**src/rtl/soundtrack_player.sv**
```systemverilog
// soundtrack_player: playback sequencer between the soundtrack ROM wrapper and
// the audio mixer/codec serializer.
//
// It walks the sample index 0..depth-1 as the ROM address and waits ROM_LATENCY
// cycles for each word. It then releases one attenuated sample per codec
// sample_tick, loops the track `repeats` times (0 = forever), and pulses done.
//
// Ports:
//   clk, reset      system clock, asynchronous active-high reset
//   play, stop      one-cycle start / abort pulses (stop wins over play)
//   sample_tick     one-cycle codec sample-rate strobe
//   vol             arithmetic right-shift attenuation (0 = full scale)
//   depth, repeats  track length and pass count, latched on accepted play
//   rom_dout        signed sample returned by the ROM wrapper
//   rom_addr        sample index driven to the ROM wrapper
//   sample_out      attenuated sample, held between ticks
//   sample_valid    one-cycle pulse when sample_out updates
//   busy            high whenever the sequencer is not idle
//   done            one-cycle pulse after the last sample of the last pass
//   underrun_cnt    saturating count of ticks dropped while one was pending
module soundtrack_player #(
  parameter int unsigned ROM_LATENCY = 3,
  parameter int unsigned VOL_W       = 3
) (
  input  logic              clk,
  input  logic              reset,
  input  logic              play,
  input  logic              stop,
  input  logic              sample_tick,
  input  logic [VOL_W-1:0]  vol,
  input  logic [17:0]       depth,
  input  logic [31:0]       repeats,
  input  logic [15:0]       rom_dout,
  output logic [31:0]       rom_addr,
  output logic [15:0]       sample_out,
  output logic              sample_valid,
  output logic              busy,
  output logic              done,
  output logic [15:0]       underrun_cnt
);

  localparam int unsigned DEPTH_W  = 18;
  localparam int unsigned PASS_W   = 32;
  localparam int unsigned SAMPLE_W = 16;
  localparam int unsigned LAT_W    = 4;
  localparam int unsigned ADDR_W   = 32;
  localparam int unsigned CNT_W    = 16;

  typedef enum logic [1:0] {
    S_IDLE  = 2'd0,
    S_WAIT  = 2'd1,
    S_READY = 2'd2,
    S_DONE  = 2'd3
  } state_t;

  state_t                state_q, state_d;

  logic [DEPTH_W-1:0]    idx_q, idx_d;
  logic [PASS_W-1:0]     pass_q, pass_d;
  logic [LAT_W-1:0]      lat_q, lat_d;
  logic                  pending_q, pending_d;
  logic [SAMPLE_W-1:0]   buf_q, buf_d;
  logic [DEPTH_W-1:0]    depth_q, depth_d;
  logic [PASS_W-1:0]     repeats_q, repeats_d;
  logic [SAMPLE_W-1:0]   sample_out_q, sample_out_d;
  logic                  sample_valid_q, sample_valid_d;
  logic                  busy_q, busy_d;
  logic                  done_q, done_d;
  logic [CNT_W-1:0]      underrun_q, underrun_d;

  // Decode of the current cycle's events
  logic                  at_cap_c;
  logic                  emit_c;
  logic                  last_idx_c;
  logic                  last_pass_c;
  logic                  tick_drop_c;
  logic [SAMPLE_W-1:0]   emit_src_c;
  state_t                adv_state_c;

  // ROM word is valid on the last latency cycle of WAIT
  assign at_cap_c    = (state_q == S_WAIT) && (lat_q == LAT_W'(ROM_LATENCY - 1));

  // A tick seen on the capture cycle is served at once, as is a pending one
  assign emit_c      = ((state_q == S_READY) && sample_tick) ||
                       (at_cap_c && (pending_q || sample_tick));

  // On the capture cycle the fresh ROM word bypasses sample_buf
  assign emit_src_c  = at_cap_c ? rom_dout : buf_q;

  assign last_idx_c  = (idx_q == (depth_q - DEPTH_W'(1)));
  assign last_pass_c = (repeats_q != '0) && ((pass_q + PASS_W'(1)) == repeats_q);

  // A second tick while one is already waiting is lost
  assign tick_drop_c = (state_q == S_WAIT) && sample_tick && pending_q;

  // Where the sequencer goes after emitting a sample
  assign adv_state_c = (last_idx_c && last_pass_c) ? S_DONE : S_WAIT;

  // State register
  always_ff @(posedge clk or posedge reset) begin
    if (reset) begin
      state_q <= S_IDLE;
    end else begin
      state_q <= state_d;
    end
  end

  // Next-state logic; stop has priority over play, play restarts from any state
  always_comb begin
    state_d = state_q;
    if (stop) begin
      state_d = S_IDLE;
    end else if (play) begin
      state_d = (depth == '0) ? S_DONE : S_WAIT;
    end else begin
      case (state_q)
        S_IDLE:  state_d = S_IDLE;
        S_WAIT: begin
          if (at_cap_c) begin
            state_d = emit_c ? adv_state_c : S_READY;
          end
        end
        S_READY: begin
          if (emit_c) begin
            state_d = adv_state_c;
          end
        end
        S_DONE:  state_d = S_IDLE;
        default: state_d = S_IDLE;
      endcase
    end
  end

  // Output and datapath next values
  always_comb begin
    idx_d          = idx_q;
    pass_d         = pass_q;
    lat_d          = lat_q;
    pending_d      = pending_q;
    buf_d          = buf_q;
    depth_d        = depth_q;
    repeats_d      = repeats_q;
    sample_out_d   = sample_out_q;
    sample_valid_d = 1'b0;
    underrun_d     = underrun_q;
    busy_d         = (state_d != S_IDLE);
    done_d         = (state_d == S_DONE);

    if (stop) begin
      // Abort: silence the output but keep the underrun history
      idx_d        = '0;
      lat_d        = '0;
      pending_d    = 1'b0;
      sample_out_d = '0;
    end else if (play) begin
      idx_d      = '0;
      pass_d     = '0;
      lat_d      = '0;
      pending_d  = 1'b0;
      underrun_d = '0;
      depth_d    = depth;
      repeats_d  = repeats;
    end else begin
      if (state_q == S_WAIT) begin
        if (at_cap_c) begin
          buf_d     = rom_dout;
          pending_d = 1'b0;
        end else begin
          lat_d = lat_q + LAT_W'(1);
          if (sample_tick && !pending_q) begin
            pending_d = 1'b1;
          end
        end
        if (tick_drop_c && (underrun_q != '1)) begin
          underrun_d = underrun_q + CNT_W'(1);
        end
      end

      if (emit_c) begin
        sample_out_d   = $signed(emit_src_c) >>> vol;
        sample_valid_d = 1'b1;
        lat_d          = '0;
        if (last_idx_c) begin
          idx_d  = '0;
          pass_d = pass_q + PASS_W'(1);
        end else begin
          idx_d  = idx_q + DEPTH_W'(1);
        end
      end
    end
  end

  // Datapath and output registers
  always_ff @(posedge clk or posedge reset) begin
    if (reset) begin
      idx_q          <= '0;
      pass_q         <= '0;
      lat_q          <= '0;
      pending_q      <= 1'b0;
      buf_q          <= '0;
      depth_q        <= '0;
      repeats_q      <= '0;
      sample_out_q   <= '0;
      sample_valid_q <= 1'b0;
      busy_q         <= 1'b0;
      done_q         <= 1'b0;
      underrun_q     <= '0;
    end else begin
      idx_q          <= idx_d;
      pass_q         <= pass_d;
      lat_q          <= lat_d;
      pending_q      <= pending_d;
      buf_q          <= buf_d;
      depth_q        <= depth_d;
      repeats_q      <= repeats_d;
      sample_out_q   <= sample_out_d;
      sample_valid_q <= sample_valid_d;
      busy_q         <= busy_d;
      done_q         <= done_d;
      underrun_q     <= underrun_d;
    end
  end

  // The ROM address is the sample index, zero-extended
  assign rom_addr     = ADDR_W'(idx_q);
  assign sample_out   = sample_out_q;
  assign sample_valid = sample_valid_q;
  assign busy         = busy_q;
  assign done         = done_q;
  assign underrun_cnt = underrun_q;

endmodule

```
**config.mk**
```make
export PLATFORM = sky130hd
export DESIGN_NAME = soundtrack_player
export DESIGN_NICKNAME = d
export VERILOG_FILES = /design/src/rtl/soundtrack_player.sv
export SDC_FILE = /design/constraint.sdc
export NUM_CORES = 1
export LEC_CHECK = 0
export ABC_CLOCK_PERIOD_IN_PS = 11750
export CAP_MARGIN = 20
export CORE_MARGIN = 4
export CORE_UTILIZATION = 55
export CTS_BUF_LIST = sky130_fd_sc_hd__clkbuf_8
export CTS_CLUSTER_DIAMETER = 30
export DETAILED_ROUTE_END_ITERATION = 10
export GPL_TIMING_DRIVEN = 0
export PLACE_DENSITY_LB_ADDON = 0.08
export SLEW_MARGIN = 20
export SYNTH_ARGS = -nofsm -noshare
export SYNTH_HDL_FRONTEND = slang
export SYNTH_SLANG_ARGS = --single-unit
```
**constraint.sdc**
```tcl
create_clock -name clk -period 11.75 [get_ports clk]
set_input_delay 2.35 -clock clk [delete_from_list [all_inputs] [get_ports clk]]
set_output_delay 2.35 -clock clk [all_outputs]
set_load 0.02 [all_outputs]
```
* Word-level counts from Yosys, hierarchy flattened *
Index checks and enable logic that the tools add are counted.
W data, S select, Z words.

word-level totals
  register bits after elaboration = 158
  latch bits = 0
  RAM bits = 0
  memory bits (read-only) = 0
  input bits = 74
  output and inout bits = 67
  logic and storage cells = 99
  memories kept = 0

cells by class
  add/subtract/negate cells = 5
  $mul = 0
  divide/modulo/power cells = 0
  $lt $le $gt $ge = 0
  equality and inequality tests = 10
  shifts and indexed selects = 1
  muxes and demuxes = 35
  bitwise logic cells = 2
  reduce and logical (&&, ||, !) cells = 33

operator list
  cell                     count
  $mux W16                 7
  $mux W32                 3
  $mux W18                 4
  $add A32 B1 Y32 const B  1
  $eq A32 B32 Y1           1
  $reduce_bool A32 Y1      1
  $mux W4                  5
  $add A18 B1 Y18 const B  1
  $eq A18 B18 Y1           1
  $logic_not A18 Y1        1
  $sub A18 B1 Y18 const B  1
  $add A16 B1 Y16 const B  1
  $ne A16 B16 Y1 const B   1
  $sshr A16 B3 Y16         1
  $mux W2                  7
  $reduce_bool A2 Y1       6
  $logic_and A1 B1 Y1      9
  $reduce_and A3 Y1        3
  $mux W1                  8
  $reduce_and A2 Y1        4
  $reduce_bool A4 Y1       2
  $eq A2 B2 Y1 const B     3
  $pmux W2 S3              1
  $reduce_bool A3 Y1       2
  other kinds (10)         12

* Depth between registers and ports, before layout *
  depth after elaboration = 11
  gate-level depth with buffers = 12
  gate-level depth less buffers = 10

* Worst setup path before layout *
No wires, ideal clock.

  path kind = input to register
  start = in vol[0]
  end = reg sample_out_q[0], in the netlist sample_out[0]
  library setup time = 0.121 ns
  arrival = 3.763 ns
  required time = 11.629 ns
  slack = 7.866 ns
  stages on the path = 6
  buffers on the path = 2
  cell sequence = clkbuf_1 > buf_1 > mux2i_1 > mux2i_1 > a21oi_1 > a22o_1

between the ends
  longest elaborated chain between the ends = 4

ends and longest elaborated chain
  what                    RTL line  source
  start: declaration      30        input logic [VOL_W-1:0] vol,
  $sshr A16 B3 Y16        180       sample_out_d = $signed(emit_src_c) >>> vol;
  $mux W16                179       if (emit_c) begin
  $mux W16                155       end else if (play) begin
  $mux W16                149       if (stop) begin
  end signal: assignment  216       sample_out_q <= sample_out_d;
  end: declaration        65        logic [SAMPLE_W-1:0] sample_out_q, sample_out_d;

Every way passes these cells. The select of a mux whose other input is x is not followed.
A chain may end at the register's enable or synchronous reset.

* Worst setup path in the final report *
  start = in sample_tick
  end = reg pass_q[0]

between the ends
  longest elaborated chain between the ends = 5
  elaborated cells on any way between the ends = 6
  those cells by class = 6 x reduce/logical

ends and longest elaborated chain
  what                                     RTL line  source
  start: declaration                       29        input logic sample_tick,
  $logic_or A1 B1 Y1                       85        (at_cap_c && (pending_q || sample_tick));
  $logic_and A1 B1 Y1                      85
  $logic_or A1 B1 Y1 (*)                   84        assign emit_c = ((state_q == S_READY) && sample_tick) ||
  $reduce_bool A2 Y1 (no source line) (*)  --
  $reduce_and A3 Y1 (no source line) (*)   --
  end signal: assignment                   210       pass_q <= pass_d;
  end: declaration                         59        logic [PASS_W-1:0] pass_q, pass_d;

Every way passes the cells marked *; elsewhere a longest branch is shown, timed or not.

==> metrics.md <==
| Metric | Value |
|---|---|
| Register area | `3950 um2` |
| DRT iter0 DRCs | `549` |
| Clk_lat worst skew | `0.47 ns` |
| Clock sink count | `158` |
| Design Area, Final | `11,700 um2` |
| Synthesized area | `9710 um2` |
| CP max stage cell | `nor3_2` |
| Layout fillers | `1,512` |
| Internal power | `0.826 mW` |
| Synthesized instance count | `1,116` |
| MaxCap Viol Count | `0` |
| Critical Path RT | `12.16 ns` |
| DR WL/cell | `16.6 um` |
| Critical path fanouts, max | `10` |
| Gate power share | `0.167` |
| Syn-to-layout area delta | `20.4%` |
| Post-route DRC | `0` |
| WHS Path Cells | `1` |
| Post-synth EDFFs | `0` |
| Actual slew at the worst max-slew pin | `0.946 ns` |
| Root buffer cell | `clkbuf_8` |
| Post-synth ARST share | `1.00` |
| Run status | `complete, no violations` |
| Clk buf depth | `2` |
| DRT Pass-1 Iters | `5` |
| Clock power share | `0.324` |
| Routed Antenna Nets | `0` |
| Total Wirelength | `25,000 um` |
| Most common cell after layout, fill and taps aside | `nand2_1` |
| IO Count | `141` |
| Power Dens Cells | `101 nW/um2` |
| Sequential share of the synthesized area | `0.407` |
| Crit path cell chain | `clkdlybuf4s50_1 -> o21ai_0 -> nand2_1 -> nand2_1 -> nor3_2 -> clkbuf_1 -> mux2_2` |
| Via Count | `8,551` |
| Core Area | `17,300 um2` |
| P_leak | `5.01 nW` |
| Post-synth top area cell | `dfrtp_1` |
| Vias/cell | `5.66` |
| Die H | `141 um` |
| Initial antenna violation count | `0` |
| Setup bufs post-CTS | `0` |
| Final Core Density | `0.676` |
| GP Congestion | `0.916` |
| FF+latch count, synth | `158` |
| Final min period | `4.58 ns` |
| Commonest non-fill, non-tap cells in the layout | `227 x nand2_1, 158 x dfrtp_1, 125 x clkdlybuf4s50_1` |
| TritonCTS clock tree | `built` |
| Sequential Power Share | `0.509` |
| Setup-failing EPs final | `0` |
| Starting Density | `0.561` |
| Primary FF master, synth | `dfrtp_1` |
| Final nets | `1,354` |
| Switching pwr | `0.358 mW` |
| H-tree levels | `4` |
| Remaining global-route overflow | `0` |
| Relative slew slack | `0.364` |
| GRT Total Usage | `0.252` |
| CP max stage delay | `0.68 ns` |
| Final Slew Violations | `0` |
| Multi-input gate area | `5350 um2` |
| Die Area | `19,800 um2` |
| Cts bufs inserted | `17` |
| Port bufs | `125` |
| CP arrival | `4.99 ns` |
| # rows | `48` |
| CP Launch Point | `sample_tick` |
| Worst r2r path cells | `9` |
| Reg-to-reg startpoint | `depth_q[2]` |
| Worst Path Buf+Inv | `2` |
| Switching share of power | `0.302` |
| ANT cells | `0` |
| Crit end category | `flop` |
| Largest net degree at the start of global routing | `100` |
| CP most frequent cell | `nand2_1` |
| Die Span X | `141 um` |
| Clock Skews | `0.0146 ns` |
| Max Clk Rate | `0.218 GHz` |
| Endpoint of the worst hold path | `sample_out[14]` |
| Worst setup SP type | `input port` |
| Syn Area/Cell | `8.70 um2` |
| Post-CTS Hold Buffers | `0` |
| RSZ-0062 raised after global routing | `false` |
| Post-Place Cells | `1,480` |
| Worst r2r dst | `pass_q[0]` |
| Post-cts sizing count | `0` |
| Peak supply drop | `0.0000711 V` |
| Final Hold Vio Count | `0` |
| Setup TNS | `0 ns` |
| Layout cells sized above 1 | `0.0793` |
| Hpwl dp | `18,900 um` |
| Number of global-route vias before repair | `8,181` |
| Hold crit path type | `reg -> reg` |
| Setup slack, reg-to-reg | `7.88 ns` |
| First-pass GRT wire length | `40,700 um` |
| Share of the synthesized area in the top cell type | `0.407` |
| Synth area leaders | `dfrtp_1 41%, nand2_1 8.8%, xnor2_1 5.1%` |
| Post-DP Area | `11,300 um2` |
| Hold Startpoint | `sample_out[14]` |
| Critical path type | `in -> reg` |
| Post-synth cell types | `69` |
| Final Cycle Share | `0.390` |
| Clock transition at path regs | `0.09 ns` |
| CP top delay family | `simple AND/OR/NAND/NOR gates` |
| Synth Warn # | `0` |
| Non-Filler Instances | `1,512` |
[per-layer routing]
metal / up-vias / share of wire / GRT usage
met2: 271 / 0.48 / 0.427
met3: 45 / 0.053 / 0.0343
met1: 4008 / 0.44 / 0.340
met5: - / 0 / 0
li1: 4227 / - / -
met4: 0 / 0.022 / 0.0765
[cell type report]
class                           instances  share of cell area
Buffer                                 75              0.0314
Clock inverter                         15              0.0108
Inverter                               25             0.00867
Tap cell                              225              0.0241
Sequential cell                       158               0.338
Timing Repair Buffer                  126               0.109
Clock buffer                           17              0.0200
Multi-Input combinational cell        871               0.458
[worst reg2reg max path, cell delays in order (launching register included)]
cell and delay (ns):
dfrtp_1 0.37, clkbuf_1 0.20, nor3_1 0.77, a41o_1 0.27
o21ai_0 0.14, a211oi_2 0.29, o2111ai_4 0.24, nor3_2 0.66
clkbuf_1 0.60, mux2_2 0.27
[how the worst max path moves through the flow]
stage	slack, ns	depth (start not counted)	endpoint
6_report	7.17	7	pass_q[0]
5_1_grt	7.02	6	pass_q[28]
4_1_cts	7.18	7	pass_q[12]
3_5_place_dp	6.70	7	pass_q[0]
3_3_place_gp	3.00	2	repeats_q[28]
2_1_floorplan	5.14	1	buf_q[0]
[cell usage after synthesis, types with 16 or more instances]
cell type,count
xor2_1,24
o21ai_0,42
nor3_1,16
nor2_1,65
inv_1,25
nor2b_1,20
nand2_1,227
nand4_1,26
mux2i_1,48
clkbuf_1,43
a22o_1,16
xnor2_1,56
a21oi_1,27
nand3_1,47
nor4_1,31
dfrtp_1,158
[cells by family after synthesis]
family | count (synthesis) | synth area share
adder cells (fa/ha/maj) | 6 | 0.00773
other | 1 | 0.000386
AO/OA/AOI/OAI | 181 | 0.130
XOR/XNOR | 80 | 0.0722
flip-flops | 158 | 0.407
buffers and inverters | 100 | 0.0474
multiplexers | 63 | 0.0669
AND/OR/NAND/NOR | 527 | 0.268
[power groups by stage]
stage	combinational [mW]	clock [mW]	sequential (mW)
finish	0.197	0.384	0.603
global route	0.220	0.409	0.607
CTS	0.199	0.388	0.602
detailed placement	0.197	0	0.613
global placement	0.193	0	0.612
floorplan	0.136	0	0.604
[sequential cells by signal (all words and copies together) (netlist names)]
name	count
buf_q	16
busy	1
depth_q	18
done	1
idx_q	18
lat_q	4
pass_q	32
pending_q	1
repeats_q	32
sample_out	16
sample_valid	1
state_q	2
underrun_cnt	16
[through the flow]
step / hold slack, ns / worst slack (ns) / total power [mW]
global placement: 0.463 / 3.00 / 0.805
detailed placement: 0.475 / 6.70 / 0.811
finish: 0.486 / 7.17 / 1.18
CTS: 0.496 / 7.18 / 1.19
global route: 0.525 / 7.02 / 1.24
floorplan: 0.467 / 5.14 / 0.741
Note: power is estimated with default switching activity, not from simulation.
